$ cat src/rtl/cam_pkg.sv
// State encoding, default timing and counter sizing shared by the camera bring-up sequencer.
package cam_pkg;

    typedef enum logic [2:0] {
        ST_IDLE      = 3'd0,
        ST_PWRUP     = 3'd1,
        ST_RSTREL    = 3'd2,
        ST_CFG_START = 3'd3,
        ST_CFG_WAIT  = 3'd4,
        ST_SKIP      = 3'd5,
        ST_RUN       = 3'd6,
        ST_ERROR     = 3'd7
    } cam_state_t;

    localparam int CAM_PWR_CYC_DEF          = 50_000;
    localparam int CAM_POST_RST_CYC_DEF     = 50_000;
    localparam int CAM_INIT_TIMEOUT_CYC_DEF = 5_000_000;
    localparam int CAM_SKIP_FRAMES_DEF      = 2;
    localparam int CAM_MAX_RETRY_DEF        = 3;
    localparam int CAM_WDOG_CYC_DEF         = 2_500_000;
    localparam int CAM_SKIP_W               = 4;

    // Width that holds the largest of the timed-state lengths.
    function automatic int cam_cnt_w(input int a, input int b, input int c, input int d);
        int m;
        m = a;
        if (b > m) m = b;
        if (c > m) m = c;
        if (d > m) m = d;
        return $clog2(m + 1);
    endfunction

    localparam int CAM_CNT_W = cam_cnt_w(CAM_PWR_CYC_DEF, CAM_POST_RST_CYC_DEF,
                                         CAM_INIT_TIMEOUT_CYC_DEF, CAM_WDOG_CYC_DEF);

endpackage

$ cat src/rtl/sync_rise_det.sv
// Two-flop synchroniser for an asynchronous level plus a registered one-cycle rising-edge pulse.
module sync_rise_det (
    input  logic i_clk,
    input  logic i_rstn,
    input  logic i_d,
    output logic o_rise
);

    logic [1:0] sync_q;
    logic       sync_d;

    always_ff @(posedge i_clk or negedge i_rstn) begin
        if (!i_rstn) begin
            sync_q <= 2'b00;
            sync_d <= 1'b0;
            o_rise <= 1'b0;
        end else begin
            sync_q <= {sync_q[0], i_d};
            sync_d <= sync_q[1];
            o_rise <= sync_q[1] & ~sync_d;
        end
    end

endmodule

$ cat src/rtl/cam_bringup_ctrl.sv
// Camera power-up sequencer: PWDN/RESET pins, cam_init handshake with retries, frame skip, capture enable.
// Build option CAM_WDOG_EN adds a RUN-state vsync watchdog that restarts the sequence.
module cam_bringup_ctrl
    import cam_pkg::*;
#(
    parameter int PWR_CYC          = CAM_PWR_CYC_DEF,
    parameter int POST_RST_CYC     = CAM_POST_RST_CYC_DEF,
    parameter int INIT_TIMEOUT_CYC = CAM_INIT_TIMEOUT_CYC_DEF,
    parameter int SKIP_FRAMES      = CAM_SKIP_FRAMES_DEF,
    parameter int MAX_RETRY        = CAM_MAX_RETRY_DEF,
    parameter int WDOG_CYC         = CAM_WDOG_CYC_DEF
) (
    input  logic       i_clk,
    input  logic       i_rstn,
    input  logic       i_start,
    input  logic       i_stop,
    output logic       o_cam_reset,
    output logic       o_cam_pwdn,
    output logic       o_init_rstn,
    output logic       o_init_start,
    input  logic       i_init_done,
    input  logic       i_vsync,
    output logic       o_capture_en,
    output logic       o_ready,
    output logic       o_error,
    output logic [1:0] o_retry_cnt,
    output logic       o_wdog_trip
);

    // state     | meaning
    // IDLE      | powered down, waiting for start      PWRUP    | pwdn released, sensor in reset
    // RSTREL    | reset released, settling             CFG_START| one-cycle cam_init kick
    // CFG_WAIT  | waiting for init done / timeout      SKIP     | discarding unstable frames
    // RUN       | capture enabled                      ERROR    | config retries exhausted

    localparam int CNT_W = cam_cnt_w(PWR_CYC, POST_RST_CYC, INIT_TIMEOUT_CYC, WDOG_CYC);
    localparam logic [CNT_W-1:0]      PWR_LAST  = CNT_W'(PWR_CYC - 1);
    localparam logic [CNT_W-1:0]      POST_LAST = CNT_W'(POST_RST_CYC - 1);
    localparam logic [CNT_W-1:0]      TO_LAST   = CNT_W'(INIT_TIMEOUT_CYC - 1);
    localparam logic [CAM_SKIP_W-1:0] SKIP_LAST = CAM_SKIP_W'(SKIP_FRAMES - 1);
    localparam logic [1:0]            RETRY_LIM = 2'(MAX_RETRY);
`ifdef CAM_WDOG_EN
    localparam logic [CNT_W-1:0]      WDOG_LAST = CNT_W'(WDOG_CYC - 1);
    logic wdog_hit;
`endif

    cam_state_t            state, state_nxt;
    logic [CNT_W-1:0]      cnt;
    logic [CAM_SKIP_W-1:0] skip_cnt, skip_nxt;
    logic [1:0]            retry_nxt;
    logic                  vsync_rise;
    logic                  cnt_inc, cnt_clr;
    logic                  powered;

    sync_rise_det u_vsync_sync (
        .i_clk  (i_clk),
        .i_rstn (i_rstn),
        .i_d    (i_vsync),
        .o_rise (vsync_rise)
    );

    always_comb begin
        state_nxt = state;
        retry_nxt = o_retry_cnt;
        skip_nxt  = skip_cnt;
        cnt_inc   = (state == ST_PWRUP) || (state == ST_RSTREL) || (state == ST_CFG_WAIT);
        cnt_clr   = 1'b0;
`ifdef CAM_WDOG_EN
        wdog_hit  = 1'b0;
        if (state == ST_RUN) begin
            cnt_inc = !vsync_rise;
            cnt_clr = vsync_rise;
        end
`endif
        if (i_stop) begin
            state_nxt = ST_IDLE;
            retry_nxt = 2'd0;
        end else begin
            unique case (state)
                ST_IDLE:      if (i_start) state_nxt = ST_PWRUP;
                ST_PWRUP:     if (cnt == PWR_LAST) state_nxt = ST_RSTREL;
                ST_RSTREL:    if (cnt == POST_LAST) state_nxt = ST_CFG_START;
                ST_CFG_START: state_nxt = ST_CFG_WAIT;
                ST_CFG_WAIT: begin
                    // done wins over a timeout landing on the same cycle
                    if (i_init_done) begin
                        state_nxt = ST_SKIP;
                    end else if (cnt == TO_LAST) begin
                        retry_nxt = o_retry_cnt + 2'd1;
                        state_nxt = (retry_nxt == RETRY_LIM) ? ST_ERROR : ST_PWRUP;
                    end
                end
                ST_SKIP: begin
                    if (vsync_rise) begin
                        if (skip_cnt == SKIP_LAST) state_nxt = ST_RUN;
                        else skip_nxt = skip_cnt + 4'd1;
                    end
                end
                ST_RUN: begin
`ifdef CAM_WDOG_EN
                    if (!vsync_rise && cnt == WDOG_LAST) begin
                        wdog_hit  = 1'b1;
                        state_nxt = ST_PWRUP;
                    end
`endif
                end
                ST_ERROR: begin
                    if (i_start) begin
                        retry_nxt = 2'd0;
                        state_nxt = ST_PWRUP;
                    end
                end
                default: state_nxt = ST_IDLE;
            endcase
        end
    end

    assign powered = state_nxt inside {ST_RSTREL, ST_CFG_START, ST_CFG_WAIT, ST_SKIP, ST_RUN};

    always_ff @(posedge i_clk or negedge i_rstn) begin
        if (!i_rstn) begin
            state        <= ST_IDLE;
            cnt          <= '0;
            skip_cnt     <= '0;
            o_retry_cnt  <= 2'd0;
            o_cam_pwdn   <= 1'b1;
            o_cam_reset  <= 1'b0;
            o_init_rstn  <= 1'b0;
            o_init_start <= 1'b0;
            o_capture_en <= 1'b0;
            o_ready      <= 1'b0;
            o_error      <= 1'b0;
        end else begin
            state       <= state_nxt;
            o_retry_cnt <= retry_nxt;
            skip_cnt    <= (state_nxt == ST_SKIP) ? skip_nxt : '0;
            if (state_nxt != state || cnt_clr) cnt <= '0;
            else if (cnt_inc) cnt <= cnt + CNT_W'(1);
            o_cam_pwdn   <= (state_nxt == ST_IDLE) || (state_nxt == ST_ERROR);
            o_cam_reset  <= powered;
            o_init_rstn  <= powered;
            o_init_start <= (state_nxt == ST_CFG_START);
            o_capture_en <= (state_nxt == ST_RUN);
            o_ready      <= (state_nxt == ST_RUN);
            o_error      <= (state_nxt == ST_ERROR);
        end
    end

`ifdef CAM_WDOG_EN
    always_ff @(posedge i_clk or negedge i_rstn) begin
        if (!i_rstn) o_wdog_trip <= 1'b0;
        else         o_wdog_trip <= wdog_hit && !i_stop;
    end
`else
    assign o_wdog_trip = 1'b0;
`endif

endmodule

$ cat config.mk
export PLATFORM = sky130hd
export DESIGN_NAME = cam_bringup_ctrl
export DESIGN_NICKNAME = d
export VERILOG_FILES = /design/src/rtl/cam_pkg.sv /design/src/rtl/sync_rise_det.sv /design/src/rtl/cam_bringup_ctrl.sv
export SDC_FILE = /design/constraint.sdc
export NUM_CORES = 1
export LEC_CHECK = 0
export ABC_AREA = 1
export CAP_MARGIN = 20
export CORE_MARGIN = 3
export CORE_UTILIZATION = 40
export DETAILED_ROUTE_END_ITERATION = 6
export DONT_BUFFER_PORTS = 1
export GPL_TIMING_DRIVEN = 0
export HOLD_SLACK_MARGIN = 0.02
export SYNTH_ARGS = -nofsm -noshare
export SYNTH_HDL_FRONTEND = slang
export SYNTH_SLANG_ARGS = --single-unit
$ cat constraint.sdc
create_clock -name i_clk -period 2 [get_ports i_clk]
set_input_delay 0.4 -clock i_clk [delete_from_list [all_inputs] [get_ports i_clk]]
set_output_delay 0.4 -clock i_clk [all_outputs]
set_load 0.02 [all_outputs]
# Yosys cells after proc, flatten, opt, wreduce, memory -nomap -nowiden
# Cells that the tools add are included.
# word_totals
regBits	41
output_inout_bits	10
elab_cells	74
# op_classes
add_sub_neg	3
eq_ne	24
muxes	22
n_bitwise	2
reduce_logical	11
# ops
operator	count
two-way mux 23 bit	2
two-way mux 3 bit	9
adder 23 x 1 -> 23 bit, second input constant	1
== test 23 x 16 -> 1 bit, second input constant	1
== test 23 bit, second input constant	1
== test 3 bit, second input constant	7
two-way mux 4 bit	5
case mux 3 bit (6 select lines)	1
== test 3 x 2 -> 1 bit, second input constant	4
two-way mux 2 bit	4
AND reduction 4 bit	2
zero test 3 bit	2
!= test 3 bit, second input constant	2
nonzero test 5 bit	1
adder 4 x 1 -> 4 bit, second input constant	1
== test 4 x 1 -> 1 bit, second input constant	1
!= test 2 x 1 -> 1 bit, second input constant	2
!= test 2 bit, second input constant	2
case mux 2 bit (2 select lines)	1
== test 3 x 1 -> 1 bit, second input constant	1
logical OR 1 bit	3
!= test 3 x 2 -> 1 bit, second input constant	1
!= test 3 bit	1
nonzero test 3 bit	1
other kinds (6)	6

# Longest topological paths before layout
# logic_depth
depth_word	10
depth_mapped	15
ltp_nobuf	14

# Modules after synthesis
# From an unflattened synthesis, not the netlist that was laid out.
# hier_totals
hier_cells	304
hier_area_um2	2407.3
# by_module_without_submodules
module	instances	cells_each	area_each_um2
cam_bringup_ctrl	1	298	2297.2
sync_rise_det	1	6	110.1

# Least setup slack after synthesis
# Ideal clock, no wire load.
# synth_path
path_type	register to register
start	reg cnt[1]
end	reg cnt[13]
setup_ns	0.122
arrival_ns	1.612
path_slack_ns	0.266
stages_incl_launch_ff	14
n_path_buf	1
period_less_slack_ns	1.734
cell_sequence	dfrtp_1 ha_1 nand3_1 nor2_2 nand3_1 nor2_1 nor2_1 nand2_1 nand2_2 nand2_1 nand2_1 nand3_4 buf_6 nor2_2
# synth_between
elab_chain_cells	7
elab_cells_between_ends	13
# synth_rtl
element	line	rtl
start: declaration	cam_bringup_ctrl.sv:48	logic [CNT_W-1:0] cnt;
start signal: assignment	cam_bringup_ctrl.sv:138	else if (cnt_inc) cnt <= cnt + CNT_W'(1);
== test 23 bit	cam_bringup_ctrl.sv:88	end else if (cnt == TO_LAST) begin
two-way mux 3 bit	cam_bringup_ctrl.sv:88	
two-way mux 3 bit	cam_bringup_ctrl.sv:86	if (i_init_done) begin
case mux 3 bit (6 select lines)	cam_bringup_ctrl.sv:79	unique case (state)
two-way mux 3 bit	cam_bringup_ctrl.sv:75	if (i_stop) begin
!= test 3 bit	cam_bringup_ctrl.sv:137	if (state_nxt != state || cnt_clr) cnt <= '0;
two-way mux 23 bit / nonzero test 2 bit (equally long branches)	--	
# Parallel ways exist; a longest one is shown, timed or not. The select of a mux whose other input is x is not followed.
# A chain may end at the register's enable or synchronous reset.

# Worst setup path in the final report
# layout_path
start	reg cnt[7]
end	reg cnt[2]
# layout_between
elab_chain_cells	7
elab_cells_between_ends	11
# layout_rtl
element	line
== test 23 bit	cam_bringup_ctrl.sv:88
two-way mux 3 bit	cam_bringup_ctrl.sv:88
two-way mux 3 bit	cam_bringup_ctrl.sv:86
case mux 3 bit (6 select lines) *	cam_bringup_ctrl.sv:79
two-way mux 3 bit *	cam_bringup_ctrl.sv:75
!= test 3 bit *	cam_bringup_ctrl.sv:137
two-way mux 23 bit / nonzero test 2 bit (equally long branches)	--
# Mark *: on every way between the ends. The rest lies on a longest branch, timed or not.

==> results.json <==
{
  "grt_pass1_vias": 1895,
  "hold_class": "in -> reg",
  "antenna_found_initial": 0,
  "yosysTopAreaCell": "dfrtp_1",
  "wl_per_cell_um": 12.5,
  "final_cell_area_mm2": 0.00291,
  "multiInputGateArea_mm2": 0.00133,
  "clock-sinks": 41,
  "max_freq_mhz": 522,
  "cts_tree": "built",
  "grt_pass1_wl_um": 8760,
  "finalCritPeriodShare": 0.957,
  "drt_iter0_markers": 126,
  "p_switching_uw": 422,
  "synth_flop_cell": "dfrtp_1",
  "boundaryPins": 16,
  "hold_violations": 0,
  "critPathKind": "reg -> reg",
  "swShare": 0.252,
  "grt_usage": 0.150,
  "syn_avg_cell_area_um2": 7.92,
  "h-tree-depth": 2,
  "die_w_um": 84.5,
  "combPwrFrac": 0.120,
  "rows": 27,
  "dp_hpwl_um": 3510,
  "num-fill-cells": 556,
  "insertedDiodeCount": 0,
  "drc": 0,
  "gp_congestion": 0.812,
  "final_antenna_net_count": 0,
  "seqPwrFrac": 0.527,
  "fin_crit_ns": 1.91,
  "nets": 340,
  "wl_um": 5040,
  "ys_async_sr_fraction": 1.00,
  "hold_slack_ns": 0.130,
  "clockBufferDepth": 2,
  "coreArea_mm2": 0.00574,
  "final_cells": 403,
  "yosys.area.top_type_share": 0.406,
  "ys_seq_area_frac": 0.417,
  "cts_root_buffer": "clkbuf_8",
  "arrival_ns": 2.14,
  "ys_top_cells_by_area": "dfrtp_1, nand2_1, nor2_1",
  "synthCells": 311,
  "grt_max_degree": 42,
  "place_area_mm2": 0.00255,
  "setup_violations": 0,
  "p_int_mw": 1.25,
  "peakVddDrop_uv": 310,
  "drtPass1Iterations": 4,
  "portBuffers": 0,
  "ys_ff_latch": 41,
  "insertion_delay_ns": 0.29,
  "end_kind": "register",
  "cap_violations": 0,
  "synth_nets": 321,
  "seq_area_mm2": 0.00103,
  "cts_buffers": 5,
  "cp.required_ns": 2.23,
  "areaGrowthSynthToFinish_pct": 17.9,
  "vias": 1967,
  "yosys_warnings": 0,
  "p_clk_frac": 0.353,
  "crit_fanout": 7,
  "cp-start-kind": "register",
  "overflow": 0,
  "maxSlewViolCount": 0,
  "die_area_mm2": 0.00714,
  "chipHeight_um": 84.5,
  "syn_area_mm2": 0.00246,
  "power_density_mw_per_mm2": 577,
  "initial_core_util": 0.429,
  "rsz0062_at_grt": "yes",
  "synth-edff-count": 0,
  "drive_gt1_frac": 0.278,
  "leakage_nw": 1.37,
  "path_clk_slew_ns": 0.07,
  "ys_types": 38,
  "vias_per_cell": 4.88,
  "fin_skew_ns": 0.00489,
  "status": "completed",
  "dp.cells": 383
}
layer usage:
layer	track usage	vias to the layer above	wire length, um
met2	0.223	19	2340
met4	0.0374	0	42
li1	-	1025	-
met5	0	-	0
met3	0.0451	4	164
met1	0.214	919	2490
synthesized netlist by cell type (4+ instances only):
library cell / number
xor2_1: 15
dfrtp_1: 40
ha_1: 4
a21oi_1: 4
inv_1: 37
nand2_2: 8
nand4_1: 7
nand2_1: 55
nor2_2: 23
o21ai_0: 6
nand3_1: 29
nor3_1: 5
nor2_1: 44
logic make-up (layout without fill, tap and decap cells):
logic type / Yosys count / count (layout) / share of synthesized area
compound gates: 15 / 15 / 0.0340
fa+ha+maj: 4 / 4 / 0.0203
other cells: 1 / 1 / 0.00152
xor+xnor: 18 / 18 / 0.0640
simple gates: 184 / 184 / 0.376
mux: 1 / 1 / 0.00406
flops: 41 / 41 / 0.417
buf+inv: 47 / 67 / 0.0828
layout make-up:
cell class,count,share of cell area
plain buffers,5,0.0215
multi-input cells,223,0.459
inverters,41,0.0530
clock inverters,1,0.00172
clock buffers,7,0.0332
flip-flops and latches,41,0.356
well taps,72,0.0310
repair buffers,13,0.0448
critical path, stage by stage (launching register included):
cell and delay (ns):
dfrtp_2 0.45, nor2_1 0.16, nand2_1 0.12, nor2_4 0.16
nand3_4 0.10, o21ai_2 0.11, nand2_1 0.09, nand2_2 0.07
nand2_1 0.08, nand2_2 0.09, nand3_4 0.15, clkbuf_16 0.20
nor2_2 0.07
layout by cell type, fill, tap and decap left out, drive strengths merged, types with 2 or more instances in the layout:
master,Yosys,routed
ha,4,4
buf,6,16
a21oi,4,4
o21ai,7,7
inv,40,40
xnor2,3,3
nor2,68,68
dfrtp,40,40
nand4,9,9
nand3,32,32
clkinv,1,2
xor2,15,15
clkbuf,0,8
nor3,6,6
nor4,3,3
nand2,63,63
path summary, 6_finish.rpt:
path / from / end / slack [ns] / cells past startpoint
max in group asynchronous: i_rstn / o_cam_pwdn / 1.19 / 2
worst max register to register: cnt[7] / cnt[2] / 0.09 / 12
min in group asynchronous: i_rstn / cnt[1] / 0.56 / 2
worst max-delay path: cnt[7] / cnt[2] / 0.09 / 12
worst min register to register: u_vsync_sync.sync_q[0] / u_vsync_sync.sync_q[1] / 0.35 / 0
worst min-delay path: i_vsync / u_vsync_sync.sync_q[0] / 0.13 / 0
power groups by stage:
stage / registers, mW / logic [mW] / clock network [mW]
floorplan: 0.890 / 0.108 / 0
global placement: 0.893 / 0.128 / 0
detailed placement: 0.894 / 0.131 / 0
CTS: 0.877 / 0.157 / 0.620
global route: 0.886 / 0.225 / 0.665
finish: 0.883 / 0.202 / 0.592
what timing repair did:
action | 4_1_cts | 5_1_grt
cloned | 0 | 1
hold endpoints to repair | 41 | 0
hold buffers | 2 | 0
buffers inserted | 0 | 10
resized for setup | 4 | 31
pin swaps | 1 | 5
setup endpoints to repair | 20 | 28
sequential cells by signal, indices dropped and copies added, names as in the netlist:
name                 cells
o_init_rstn              1
u_vsync_sync.sync_d      1
o_retry_cnt              2
o_cam_pwdn               1
o_error                  1
u_vsync_sync.sync_q      2
o_init_start             1
skip_cnt                 4
state                    3
o_ready                  1
u_vsync_sync.o_rise      1
cnt                     23
stage by stage:
stage          setup slack, ns  utilization  power, mW  TNS [ns]
2_1_floorplan            0.266            -      0.998         0
3_3_place_gp           -0.0181        0.445       1.02   -0.0430
3_5_place_dp           -0.0275        0.445       1.02    -0.335
4_1_cts                0.00315        0.472       1.65         0
5_1_grt                -0.0627        0.506       1.78     -1.00
6_report                0.0858        0.506       1.68         0
(Power assumes the default switching activity.)
